File: config.mk
export PLATFORM = sky130hd
export DESIGN_NAME = button_reader
export DESIGN_NICKNAME = d
export VERILOG_FILES = /design/src/rtl/button_reader_pkg.sv /design/src/rtl/button_reader_debouncer.sv /design/src/rtl/button_reader.sv
export SDC_FILE = /design/constraint.sdc
export NUM_CORES = 1
export LEC_CHECK = 0
export CAP_MARGIN = 10
export CORE_AREA = 2 2 59 102
export CTS_CLUSTER_DIAMETER = 150
export DETAILED_ROUTE_END_ITERATION = 10
export DIE_AREA = 0 0 61 104
export HOLD_SLACK_MARGIN = 0.05
export PLACE_DENSITY_LB_ADDON = 0.3
export SYNTH_ARGS = -nofsm -noshare
export SYNTH_HDL_FRONTEND = slang
export SYNTH_SLANG_ARGS = --single-unit
File: constraint.sdc
create_clock -name clk -period 1.9 [get_ports clk]
set_input_delay 0.38 -clock clk [delete_from_list [all_inputs] [get_ports clk]]
set_output_delay 0.38 -clock clk [all_outputs]
set_load 0.01 [all_outputs]
File: src/rtl/button_reader_pkg.sv
// Shared constants and bus request type for the button_reader peripheral.
package button_reader_pkg;
  localparam int   BUS_DATA_W              = 32;
  localparam logic BUTTON_ADDR_LEVEL       = 1'b0;
  localparam logic BUTTON_ADDR_EVENTS      = 1'b1;
  localparam int   DEFAULT_DEBOUNCE_CYCLES = 270000;

  typedef struct packed {
    logic                  rd;
    logic                  wr;
    logic                  addr;
    logic [BUS_DATA_W-1:0] wdata;
  } bus_req_t;
endpackage

File: src/rtl/button_reader_debouncer.sv
// Single-bit 2-flop synchroniser plus saturating-hold debouncer; rise pulses
// in the cycle before stable goes 0->1 so the parent can latch it on the same edge.
module button_debouncer #(
  parameter int DEBOUNCE_CYCLES = 4
) (
  input  logic clk,
  input  logic rst_n,
  input  logic raw_n,
  output logic stable,
  output logic rise
);
  localparam int CW = (DEBOUNCE_CYCLES > 1) ? $clog2(DEBOUNCE_CYCLES) : 1;
  localparam logic [CW-1:0] CNT_MAX = CW'(DEBOUNCE_CYCLES - 1);

  logic [1:0]    sync_q;
  logic [CW-1:0] cnt_q;
  logic          s;
  logic          accept;

  assign s      = ~sync_q[1];
  assign accept = (s != stable) && (cnt_q == CNT_MAX);
  assign rise   = accept & s;

  always_ff @(posedge clk or negedge rst_n) begin
    if (!rst_n) begin
      sync_q <= 2'b11;
      cnt_q  <= '0;
      stable <= 1'b0;
    end else begin
      sync_q <= {sync_q[0], raw_n};
      if (s == stable) begin
        cnt_q <= '0;
      end else if (accept) begin
        stable <= s;
        cnt_q  <= '0;
      end else begin
        cnt_q <= cnt_q + CW'(1);
      end
    end
  end
endmodule

File: src/rtl/button_reader.sv
// Memory-mapped button input: LEVEL (debounced) and sticky EVENTS (press flags).
// Define BUTTON_READER_IRQ_EN to build the registered event-pending irq.
module button_reader
  import button_reader_pkg::*;
#(
  parameter int NUM_BUTTONS     = 2,
  parameter int DEBOUNCE_CYCLES = DEFAULT_DEBOUNCE_CYCLES
) (
  input  logic                   clk,
  input  logic                   rst_n,
  input  logic [NUM_BUTTONS-1:0] buttons_n,
  input  logic                   read_enable,
  input  logic                   write_enable,
  input  logic                   address,
  input  logic [BUS_DATA_W-1:0]  data_in,
  output logic [BUS_DATA_W-1:0]  data_out,
  output logic                   irq
);
  localparam logic [BUS_DATA_W-1:0] BTN_MASK =
    (NUM_BUTTONS >= BUS_DATA_W) ? '1 : BUS_DATA_W'((64'd1 << NUM_BUTTONS) - 64'd1);

  bus_req_t                 req;
  logic [NUM_BUTTONS-1:0]   stable;
  logic [NUM_BUTTONS-1:0]   rise;
  logic [BUS_DATA_W-1:0]    stable_w, rise_w, clr_w, rd_data;
  logic [BUS_DATA_W-1:0]    events_q, events_d;

  assign req = '{rd: read_enable, wr: write_enable, addr: address, wdata: data_in};

  for (genvar i = 0; i < NUM_BUTTONS; i++) begin : g_btn
    button_debouncer #(.DEBOUNCE_CYCLES(DEBOUNCE_CYCLES)) u_deb (
      .clk    (clk),
      .rst_n  (rst_n),
      .raw_n  (buttons_n[i]),
      .stable (stable[i]),
      .rise   (rise[i])
    );
  end

  // Events live in a bus-width vector; bits above NUM_BUTTONS are masked to 0.
  always_comb begin
    stable_w = '0;
    rise_w   = '0;
    stable_w[NUM_BUTTONS-1:0] = stable;
    rise_w[NUM_BUTTONS-1:0]   = rise;
    clr_w = '0;
    if (req.addr == BUTTON_ADDR_EVENTS) begin
      if (req.rd) clr_w = clr_w | events_q;
      if (req.wr) clr_w = clr_w | req.wdata;
    end
    // A press landing in the same cycle as a clear keeps its bit set.
    events_d = ((events_q & ~clr_w) | rise_w) & BTN_MASK;
    rd_data  = (req.addr == BUTTON_ADDR_EVENTS) ? events_q : stable_w;
  end

  always_ff @(posedge clk or negedge rst_n) begin
    if (!rst_n) begin
      events_q <= '0;
      data_out <= '0;
    end else begin
      events_q <= events_d;
      if (req.rd) data_out <= rd_data;
    end
  end

`ifdef BUTTON_READER_IRQ_EN
  always_ff @(posedge clk or negedge rst_n) begin
    if (!rst_n) irq <= 1'b0;
    else        irq <= |events_d;
  end
`else
  assign irq = 1'b0;
`endif
endmodule

* After elaboration in Yosys (flattened, before gate mapping)
Cells that the tools add are included.
** Word-level totals
- Bits in registers :: 78
- Bits of input ports :: 39
- Output and inout bits :: 33
- Logic and storage cells :: 39
** Operators by class
- Add/subtract/negate cells :: 2
- Equal/unequal tests :: 6
- Mux-type cells :: 9
- Bitwise gates (word level) :: 10
- Reductions and logical operators :: 4
** Operators with widths (count)
- 2-to-1 mux 19 bit :: 4
- adder 19 x 1 -> 19 bit, second input constant :: 2
- == test 19 bit, second input constant :: 2
- 2-to-1 mux 2 bit :: 5
- NOT 1 bit :: 4
- OR 2 bit :: 2
- AND reduction 2 bit :: 2
- AND 1 bit :: 2
- AND 2 bit :: 1
- == test 1 bit :: 2
- logical AND 1 bit :: 2
- != test 1 bit :: 2
- NOT 2 bit :: 1

* Depth between registers and ports, before layout
Gate-level depths: netlist of run 1.
- Depth after elaboration :: 8
- Depth in mapped cells :: 6
- Mapped depth without buffers :: 5

* Modules after synthesis
A second synthesis of run 1 with hierarchy kept.
** Unflattened totals
- Cells, all modules :: 262
- Area total of the unflattened synthesis :: 2648.8 um^2
** Modules (own cells, without submodules)
- button_debouncer :: instances 2, cells each 107, area an instance 1117.3 um^2, seq. area each 553.0 um^2
- button_reader :: instances 1, cells each 48, area an instance 414.1 um^2, seq. area each 100.1 um^2

* Worst setup path before layout of run 1
No wires, ideal clock.
- Kind :: reg-to-reg
- Start point :: register g_btn[0].u_deb.cnt_q[0]
- End point :: register g_btn[0].u_deb.cnt_q[16]
- Setup time :: 0.119 ns
- Arrival :: 1.469 ns
- Data required time :: 1.781 ns
- Path slack :: 0.313 ns
- Stages on the path, launching flop included :: 7
- Path buffers :: 1
- Period minus slack after synthesis :: 1.587 ns
- Cells stage by stage :: dfrtp_1 -> ha_1 -> and4_1 -> nand2_1 -> o21ai_4 -> buf_6 -> nor2_1
** On the way
- Cells in the longest elaborated chain, start to end :: 4
- Elaborated cells on any way between the ends :: 5
- Those cells by class :: add/sub (1); eq/ne (1); mux (2); reduce/logical (1)
** RTL lines
- start: declaration :: RTL line button_reader_debouncer.sv:16 : logic [CW-1:0] cnt_q;
- start signal: assignment :: RTL line button_reader_debouncer.sv:37 : cnt_q <= cnt_q + CW'(1);
- parallel branches: the longest is 2 deep, another holds adder 19 x 1 -> 19 bit
- 2-to-1 mux 19 bit * :: RTL line button_reader_debouncer.sv:33 : end else if (accept) begin
- 2-to-1 mux 19 bit * :: RTL line button_reader_debouncer.sv:31 : if (s == stable) begin
Mark *: on every way between the ends.
A chain may end at the register's enable or synchronous reset.

* Final worst setup path of run 1
- Start point :: register g_btn[0].u_deb.cnt_q[0]
- End point :: register g_btn[0].u_deb.cnt_q[17]
Same word-level chain as after synthesis.

==> impl_metrics.sql, run 1 <==
INSERT INTO impl_metrics (metric_group, metric, value, unit) VALUES
('worst_setup_path', 'timing.setup.critical_path_class', 'reg -> reg', ''),
('synthesis', 'synth_seq_area_share', '0.470', ''),
('worst_setup_path', 'worstSetupStartpointType', 'flop', ''),
('clock_network', 'post_cts_resized', '0', ''),
('grt', 'grt_use_total', '0.158', ''),
('power', 'max-vdd-ir-drop', '0.475', 'mV'),
('sta', 'finalCriticalPeriod', '1.68', 'ns'),
('run', 'timing.max_cap.violations', '0', ''),
('placed_design', 'dp_slack', '0.230', 'ns'),
('sta', 'setup_tns', '0', 'ns'),
('power', 'power.total', '1.81', 'mW'),
('synthesis', 'synth.yosys.warnings', '0', ''),
('synthesis', 'number_of_enable_flip_flop_cells_after_synthesis', '0', ''),
('synthesis', 'yosysUniqueCellTypes', '41', ''),
('power', 'power.leakage', '1.17', 'nW'),
('die', 'placementRows', '36', ''),
('synthesis', 'ys_ff_latch', '48', ''),
('worst_hold_path', 'worstHoldStart', 'g_btn[1].u_deb.sync_q[0]', ''),
('synthesis', 'async_reset_ff_frac', '1.00', ''),
('power', 'power_density', '647', 'nW/um2'),
('clock_network', 'cts.reportedPaths.clkPinSlew', '0.09', 'ns'),
('clock_network', 'clock_insertion_delay_worst_skew', '0.30', 'ns'),
('worst_setup_path', 'worstReg2RegStart', 'g_btn[0].u_deb.cnt_q[0]', ''),
('grt', 'antenna_found_initial', '0', ''),
('clock_network', 'cts-root-buf', 'clkbuf_8', ''),
('synthesis', 'syn-cell-area', '2570', 'um2'),
('clock_network', 'cts_hold_repair.buffers', '1', ''),
('clock_network', 'clock_tree_sinks', '48', ''),
('clock_network', 'cts_tree', 'done', ''),
('placed_design', 'gp_congestion', '0.804', ''),
('outcome', 'outcome', 'completed', ''),
('worst_setup_path', 'setup.worst_path.end_class', 'flop', ''),
('worst_setup_path', 'worst_path_largest_cell_delay', '0.41', 'ns'),
('sta', 'finalHoldWorstSlack', '0.360', 'ns'),
('sta', 'finalHoldViolCount', '0', ''),
('route', 'wirelength', '4530', 'um'),
('worst_setup_path', 'worstPathCellList', 'ha_1 -> and4_1 -> nand2_1 -> o21ai_4 -> buf_12 -> a21oi_1', ''),
('worst_setup_path', 'critical_path.max_fanout', '19', ''),
('placed_design', 'place.detailed.hpwl', '3420', 'um'),
('placed_design', 'buffer_ports.inserted', '10', ''),
('grt', 'first_global_vias', '1718', ''),
('clock_network', 'cts_made_buffers', '5', ''),
('die', 'die-width', '61', 'um'),
('worst_hold_path', 'worstHoldPathType', 'reg -> reg', ''),
('worst_setup_path', 'worstPathArrival', '1.86', 'ns'),
('route', 'drt-pass1-iter-count', '4', ''),
('die', 'coreArea', '5540', 'um2'),
('route', 'vias_per_cell', '5.03', ''),
('sta', 'postLayoutSetupSlackWorst', '0.220', 'ns'),
('layout', 'antennaDiodeCount', '0', ''),
('die', 'starting_density_of_the_core', '0.464', ''),
('sta', 'fin_skew', '0.00674', 'ns'),
('route', 'first_iter_violations', '80', ''),
('worst_setup_path', 'critPathSlowestCell', 'dfrtp_1', ''),
('clock_network', 'cts-root-to-sink-buffers', '2', ''),
('grt', 'gr-total-overflow', '0', ''),
('synthesis', 'synth_ff_type', 'dfrtp_1', ''),
('layout', 'layoutNonFillerInstCount', '354', ''),
('die', 'die_area', '6340', 'um2'),
('synthesis', 'synthesis.area_per_instance', '10.1', 'um2'),
('worst_setup_path', 'regToRegSetupSlack', '0.22', 'ns'),
('clock_network', 'post_cts.repair.setup_buffers', '0', ''),
('synthesis', 'synth_cells', '255', ''),
('route', 'dr_total_vias', '1780', ''),
('sta', 'maxSlewViolCount', '0', ''),
('die', 'chipHeight', '104', 'um'),
('route', 'route.antenna.remaining_nets', '0', ''),
('grt', 'largest_net_degree_at_the_start_of_global_routing', '20', ''),
('die', 'ports_placed_on_the_boundary', '72', ''),
('route', 'routed_wire_length_per_instance', '12.8', 'um'),
('sta', 'period_share', '0.884', '');
-- kinds of logic (layout without fill, tap and decap cells) --
kind of cell	Yosys count	count (layout)	synth area share
adder cells (fa/ha/maj)	2	2	0.00974
multiplexers	2	2	0.00779
buffers and inverters	40	33	0.110
XOR/XNOR	32	32	0.109
flip-flops	48	48	0.470
AO/OA/AOI/OAI	20	20	0.0521
other	1	31	0.00146
AND/OR/NAND/NOR	110	110	0.240
-- metrics by stage --
| stage | area, um2 | utilization |
|---|---|---|
| global placement | 2690 | 0.485 |
| finish | 2800 | 0.505 |
| detailed placement | 2690 | 0.485 |
| CTS | 2800 | 0.505 |
| global route | 2800 | 0.505 |
| floorplan | 2680 | - |
-- final cells by class --
type / instances / area [um2]
fill: 534 / 2750
clock buffer: 6 / 82.6
timing repair buffer: 20 / 185
clock inverter: 2 / 15.0
sequential: 48 / 1210
tap: 76 / 95.1
inverter: 5 / 18.8
multi-input combinational: 197 / 1190
-- registers in the layout, summed over array words and instances, names as in the netlist --
name and count:
events_q 2, g_btn.u_deb.cnt_q 38, data_out 2, g_btn.u_deb.sync_q 4
g_btn.u_deb.stable 2
-- final timing paths --
check,to,depth (start not counted)
worst max-delay path,g_btn[0].u_deb.cnt_q[17],6
worst min-delay path,g_btn[1].u_deb.sync_q[1],0
worst max register to register,g_btn[0].u_deb.cnt_q[17],6
min in group asynchronous,g_btn[0].u_deb.cnt_q[15],2
max in group asynchronous,g_btn[0].u_deb.sync_q[1],3
worst min register to register,g_btn[1].u_deb.sync_q[1],0
-- worst register-to-register path, delay by kind of cell, from the launching register on --
family | cells | cell delay (ns)
buffers and inverters | 1 | 0.17
AOI/OAI and AO/OA | 2 | 0.26
and+or+nand+nor | 2 | 0.49
DFF | 1 | 0.41
adders and majority gates | 1 | 0.25
-- report_power, final --
| part | internal [mW] | switching (mW) | total (mW) |
|---|---|---|---|
| combinational | 0.0446 | 0.0799 | 0.125 |
| sequential | 1.04 | 0.0159 | 1.06 |
| clock | 0.295 | 0.332 | 0.626 |
-- cells in the final DEF, fill, tap and decap left out, types with 3 or more instances in the layout --
cell             netlist  final
a21oi_1                6      6
and3_1                 3      3
and4_1                 4      4
buf_4                 31      8
clkbuf_8               0      6
clkdlybuf4s50_1        0      9
conb_1                 1     31
dfrtp_1               44     44
dfstp_2                4      4
inv_1                  5      5
nand2_1                6      6
nand3_1               16     16
nand4_1               10     10
nor2_1                41     41
nor3_1                 7      7
nor4_1                 7      7
o21ai_0                6      6
xnor2_1               22     22
xor2_1                10     10
-- cell usage after synthesis (3+ instances only) --
master,number,share of area
a21oi_1,6,0.012
and3_1,3,0.0073
and4_1,4,0.014
buf_4,31,0.091
dfrtp_1,44,0.43
dfstp_2,4,0.041
inv_1,5,0.0073
nand2_1,6,0.0088
nand3_1,16,0.031
nand4_1,10,0.024
nor2_1,41,0.060
nor3_1,7,0.014
nor4_1,7,0.017
o21ai_0,6,0.012
xnor2_1,22,0.075
xor2_1,10,0.034
-- per-layer routing --
metal / global-route usage / part of all wire / up-vias
li1: - / - / 875
met1: 0.168 / 0.39 / 877
met2: 0.288 / 0.58 / 23
met3: 0.0373 / 0.022 / 5
met4: 0.0512 / 0.015 / 0
met5: 0 / 0 / -
(Power assumes the default switching activity.)
==> run 2: changes to the inputs <==
- REMOVE_ABC_BUFFERS: default -> 1
==> run 2 against run 1 <==
Compared with the run above:
- fmax about the same
- clock skew decreased by 0.0016 ns
- clock power increased by 22%
- sequential power about the same
- non-clock buffer count decreased by 3
- critical path type unchanged
- critical endpoint is now g_btn[1].u_deb.cnt_q[18]
- largest power group unchanged
==> impl_metrics.sql, run 2 (synthesis gave the netlist of run 1 again) <==
INSERT INTO impl_metrics (metric_group, metric, value, unit) VALUES
('power', 'seq_power_share', '0.544', ''),
('worst_setup_path', 'critical_path.max_fanout', '8', ''),
('worst_setup_path', 'worst_ep_required_time', '2.12', 'ns'),
('sta', 'postLayoutSetupSlackWorst', '0.220', 'ns'),
('sta', 'setup_violations', '0', ''),
('layout', 'design.final.nets', '315', ''),
('placed_design', 'dp_slack', '0.157', 'ns'),
('die', 'die-width', '61', 'um'),
('worst_setup_path', 'critPathSlowestCell', 'dfrtp_1', ''),
('sta', 'maxSlewViolCount', '0', ''),
('die', 'placementRows', '36', ''),
('worst_hold_path', 'worstHoldPathType', 'in -> async', ''),
('power', 'cell_internal_power_dissipation', '1.52', 'mW'),
('grt', 'grt_pass1_wl', '7730', 'um'),
('sta', 'finalHoldViolCount', '0', ''),
('clock_network', 'clock_insertion_delay_worst_skew', '0.29', 'ns'),
('worst_setup_path', 'setup.worst_path.end_class', 'flop', ''),
('run', 'timing.max_cap.violations', '0', ''),
('grt', 'grt_use_total', '0.156', ''),
('layout', 'area_growth_syn_to_layout', '9.45', '%'),
('power', 'power_density', '692', 'nW/um2'),
('grt', 'gr-total-overflow', '0', ''),
('clock_network', 'cts-root-buf', 'clkbuf_8', ''),
('layout', 'fill_cells', '528', ''),
('power', 'power.total', '1.94', 'mW'),
('clock_network', 'cts_hold_repair.buffers', '0', ''),
('sta', 'worst_pin_slew', '0.503', 'ns'),
('power', 'max-vdd-ir-drop', '0.420', 'mV'),
('worst_setup_path', 'timing.setup.critical_path_class', 'reg -> reg', ''),
('sta', 'clock.fmax', '595', 'MHz'),
('layout', 'layout_commonest_cell', 'dfrtp_1', ''),
('grt', 'antenna_found_initial', '0', ''),
('die', 'ports_placed_on_the_boundary', '72', ''),
('route', 'vias_per_cell', '4.96', ''),
('worst_setup_path', 'worstSetupStartpoint', 'g_btn[1].u_deb.cnt_q[0]', ''),
('die', 'chipHeight', '104', 'um'),
('grt', 'largest_net_degree_at_the_start_of_global_routing', '28', ''),
('worst_setup_path', 'worstReg2RegStart', 'g_btn[1].u_deb.cnt_q[0]', ''),
('clock_network', 'cts_tree', 'done', ''),
('sta', 'setup_tns', '0', 'ns'),
('layout', 'final_cell_mix', 'dfrtp_1 (44), nor2_1 (41), conb_1 (31), xnor2_1 (22), nand3_1 (16)', ''),
('sta', 'worst_slew_margin_rel', '0.665', ''),
('power', 'comb_power_share', '0.064', ''),
('route', 'wirelength', '4400', 'um'),
('placed_design', 'place.detailed.hpwl', '3280', 'um'),
('layout', 'max_flop_register', 'g_btn.u_deb.cnt_q', ''),
('clock_network', 'cts_htree_levels', '2', ''),
('layout', 'largest_registers', 'g_btn.u_deb.cnt_q: 38 flops, g_btn.u_deb.sync_q: 4 flops', ''),
('placed_design', 'gp_congestion', '0.835', ''),
('layout', 'antennaDiodeCount', '0', ''),
('power', 'p_sw_frac', '0.220', ''),
('route', 'remaining_drc_errors', '0', ''),
('grt', 'first_global_vias', '1798', ''),
('die', 'coreArea', '5540', 'um2'),
('clock_network', 'cts.reportedPaths.clkPinSlew', '0.09', 'ns'),
('placed_design', 'place_area', '2690', 'um2'),
('clock_network', 'post_cts.repair.setup_buffers', '0', ''),
('worst_setup_path', 'worstSetupStartpointType', 'flop', ''),
('placed_design', 'buffer_ports.inserted', '10', ''),
('route', 'route.antenna.remaining_nets', '0', ''),
('die', 'starting_density_of_the_core', '0.464', ''),
('power', 'power.leakage', '1.17', 'nW'),
('die', 'die_area', '6340', 'um2'),
('sta', 'setup_repair_after_global_routing_missed_its_margin', 'no', ''),
('worst_setup_path', 'worstPathCellList', 'ha_1 -> nand3_2 -> nor3_2 -> or3b_1 -> a21oi_1', ''),
('outcome', 'outcome', 'completed', ''),
('clock_network', 'cts_made_buffers', '5', ''),
('worst_setup_path', 'worst_path_largest_cell_delay', '0.40', 'ns'),
('layout', 'final_layout_size_suffix_gt1_frac', '0.113', ''),
('route', 'drt-pass1-iter-count', '4', ''),
('sta', 'finalCriticalPeriod', '1.68', 'ns'),
('route', 'first_iter_violations', '83', ''),
('power', 'share_clk_of_total_power', '0.392', ''),
('sta', 'finalHoldWorstSlack', '0.0434', 'ns'),
('power', 'power.switching', '0.428', 'mW'),
('sta', 'fin_skew', '0.00515', 'ns'),
('layout', 'largest_register_ff_count', '38', ''),
('sta', 'period_share', '0.884', ''),
('clock_network', 'clock_tree_sinks', '48', ''),
('worst_setup_path', 'worstPathArrival', '1.90', 'ns'),
('clock_network', 'cts-root-to-sink-buffers', '2', ''),
('route', 'routed_wire_length_per_instance', '12.5', 'um'),
('layout', 'stdcell_area', '2810', 'um2'),
('route', 'dr_total_vias', '1741', '');
-- run 2: changes by cell type in the layout (fill, tap and decap cells not counted), sizes merged --
| cell | previous run | this run |
|---|---|---|
| dlygate4sd3 | 1 | 0 |
| buf | 10 | 8 |
| clkinv | 0 | 1 |
| clkinvlp | 2 | 0 |
| bufinv | 0 | 1 |
-- run 2: path summary, 6_finish.rpt --
path                       depth (start not counted)                       end  slack (ns)
max in group asynchronous                          2  g_btn[1].u_deb.cnt_q[18]        1.35
max                                                5  g_btn[1].u_deb.cnt_q[18]        0.22
max reg2reg                                        5  g_btn[1].u_deb.cnt_q[18]        0.22
min in group clk                                   0  g_btn[1].u_deb.sync_q[1]        0.36
min reg2reg                                        0  g_btn[1].u_deb.sync_q[1]        0.36
min                                                1     g_btn[0].u_deb.stable        0.04
-- run 2: power by group through the flow --
stage               Sequential, mW  Combinational [mW]  Clock [mW]
floorplan                     1.08              0.0592           0
global placement              1.08               0.125           0
detailed placement            1.08               0.126           0
CTS                           1.06               0.127       0.792
global route                  1.06               0.143       0.837
finish                        1.06               0.124       0.763
-- run 2: through the flow --
stage | cells | util
CTS | 351 | 0.507
finish | 351 | 0.507
floorplan | 250 | -
detailed placement | 343 | 0.485
global placement | 343 | 0.485
global route | 351 | 0.507
-- run 2: area by class of cell --
type | count | area [um2] | area share
multi-input cells | 197 | 1200 | 0.426
repair buffers | 17 | 173 | 0.0614
well taps | 76 | 95.1 | 0.0338
clock buffers | 6 | 82.6 | 0.0294
inverters | 5 | 18.8 | 0.00668
flip-flops and latches | 48 | 1210 | 0.429
clock inverters | 2 | 38.8 | 0.0138
-- run 2: critical path: cells and delay by family (launching register included) --
| kind | cells | cell delay (ns) |
|---|---|---|
| AO/OA/AOI/OAI | 1 | 0.14 |
| adder cells (fa/ha/maj) | 1 | 0.22 |
| flip-flops | 1 | 0.40 |
| AND/OR/NAND/NOR | 3 | 0.84 |
-- run 2: per-layer routing --
metal | wire length (um) | part of all wire | GRT usage | up-vias
met1 | 1680 | 0.38 | 0.173 | 830
met3 | 112 | 0.025 | 0.0311 | 11
li1 | - | - | - | 865
met4 | 114 | 0.026 | 0.0652 | 0
met5 | 0 | 0 | 0 | -
met2 | 2500 | 0.57 | 0.276 | 35
-- run 2: what timing repair did --
item / 4_1_cts / 5_1_grt
resized for setup: 0 / 1
endpoints found under the setup margin: 0 / 1
hold endpoints to repair: 0 / 0
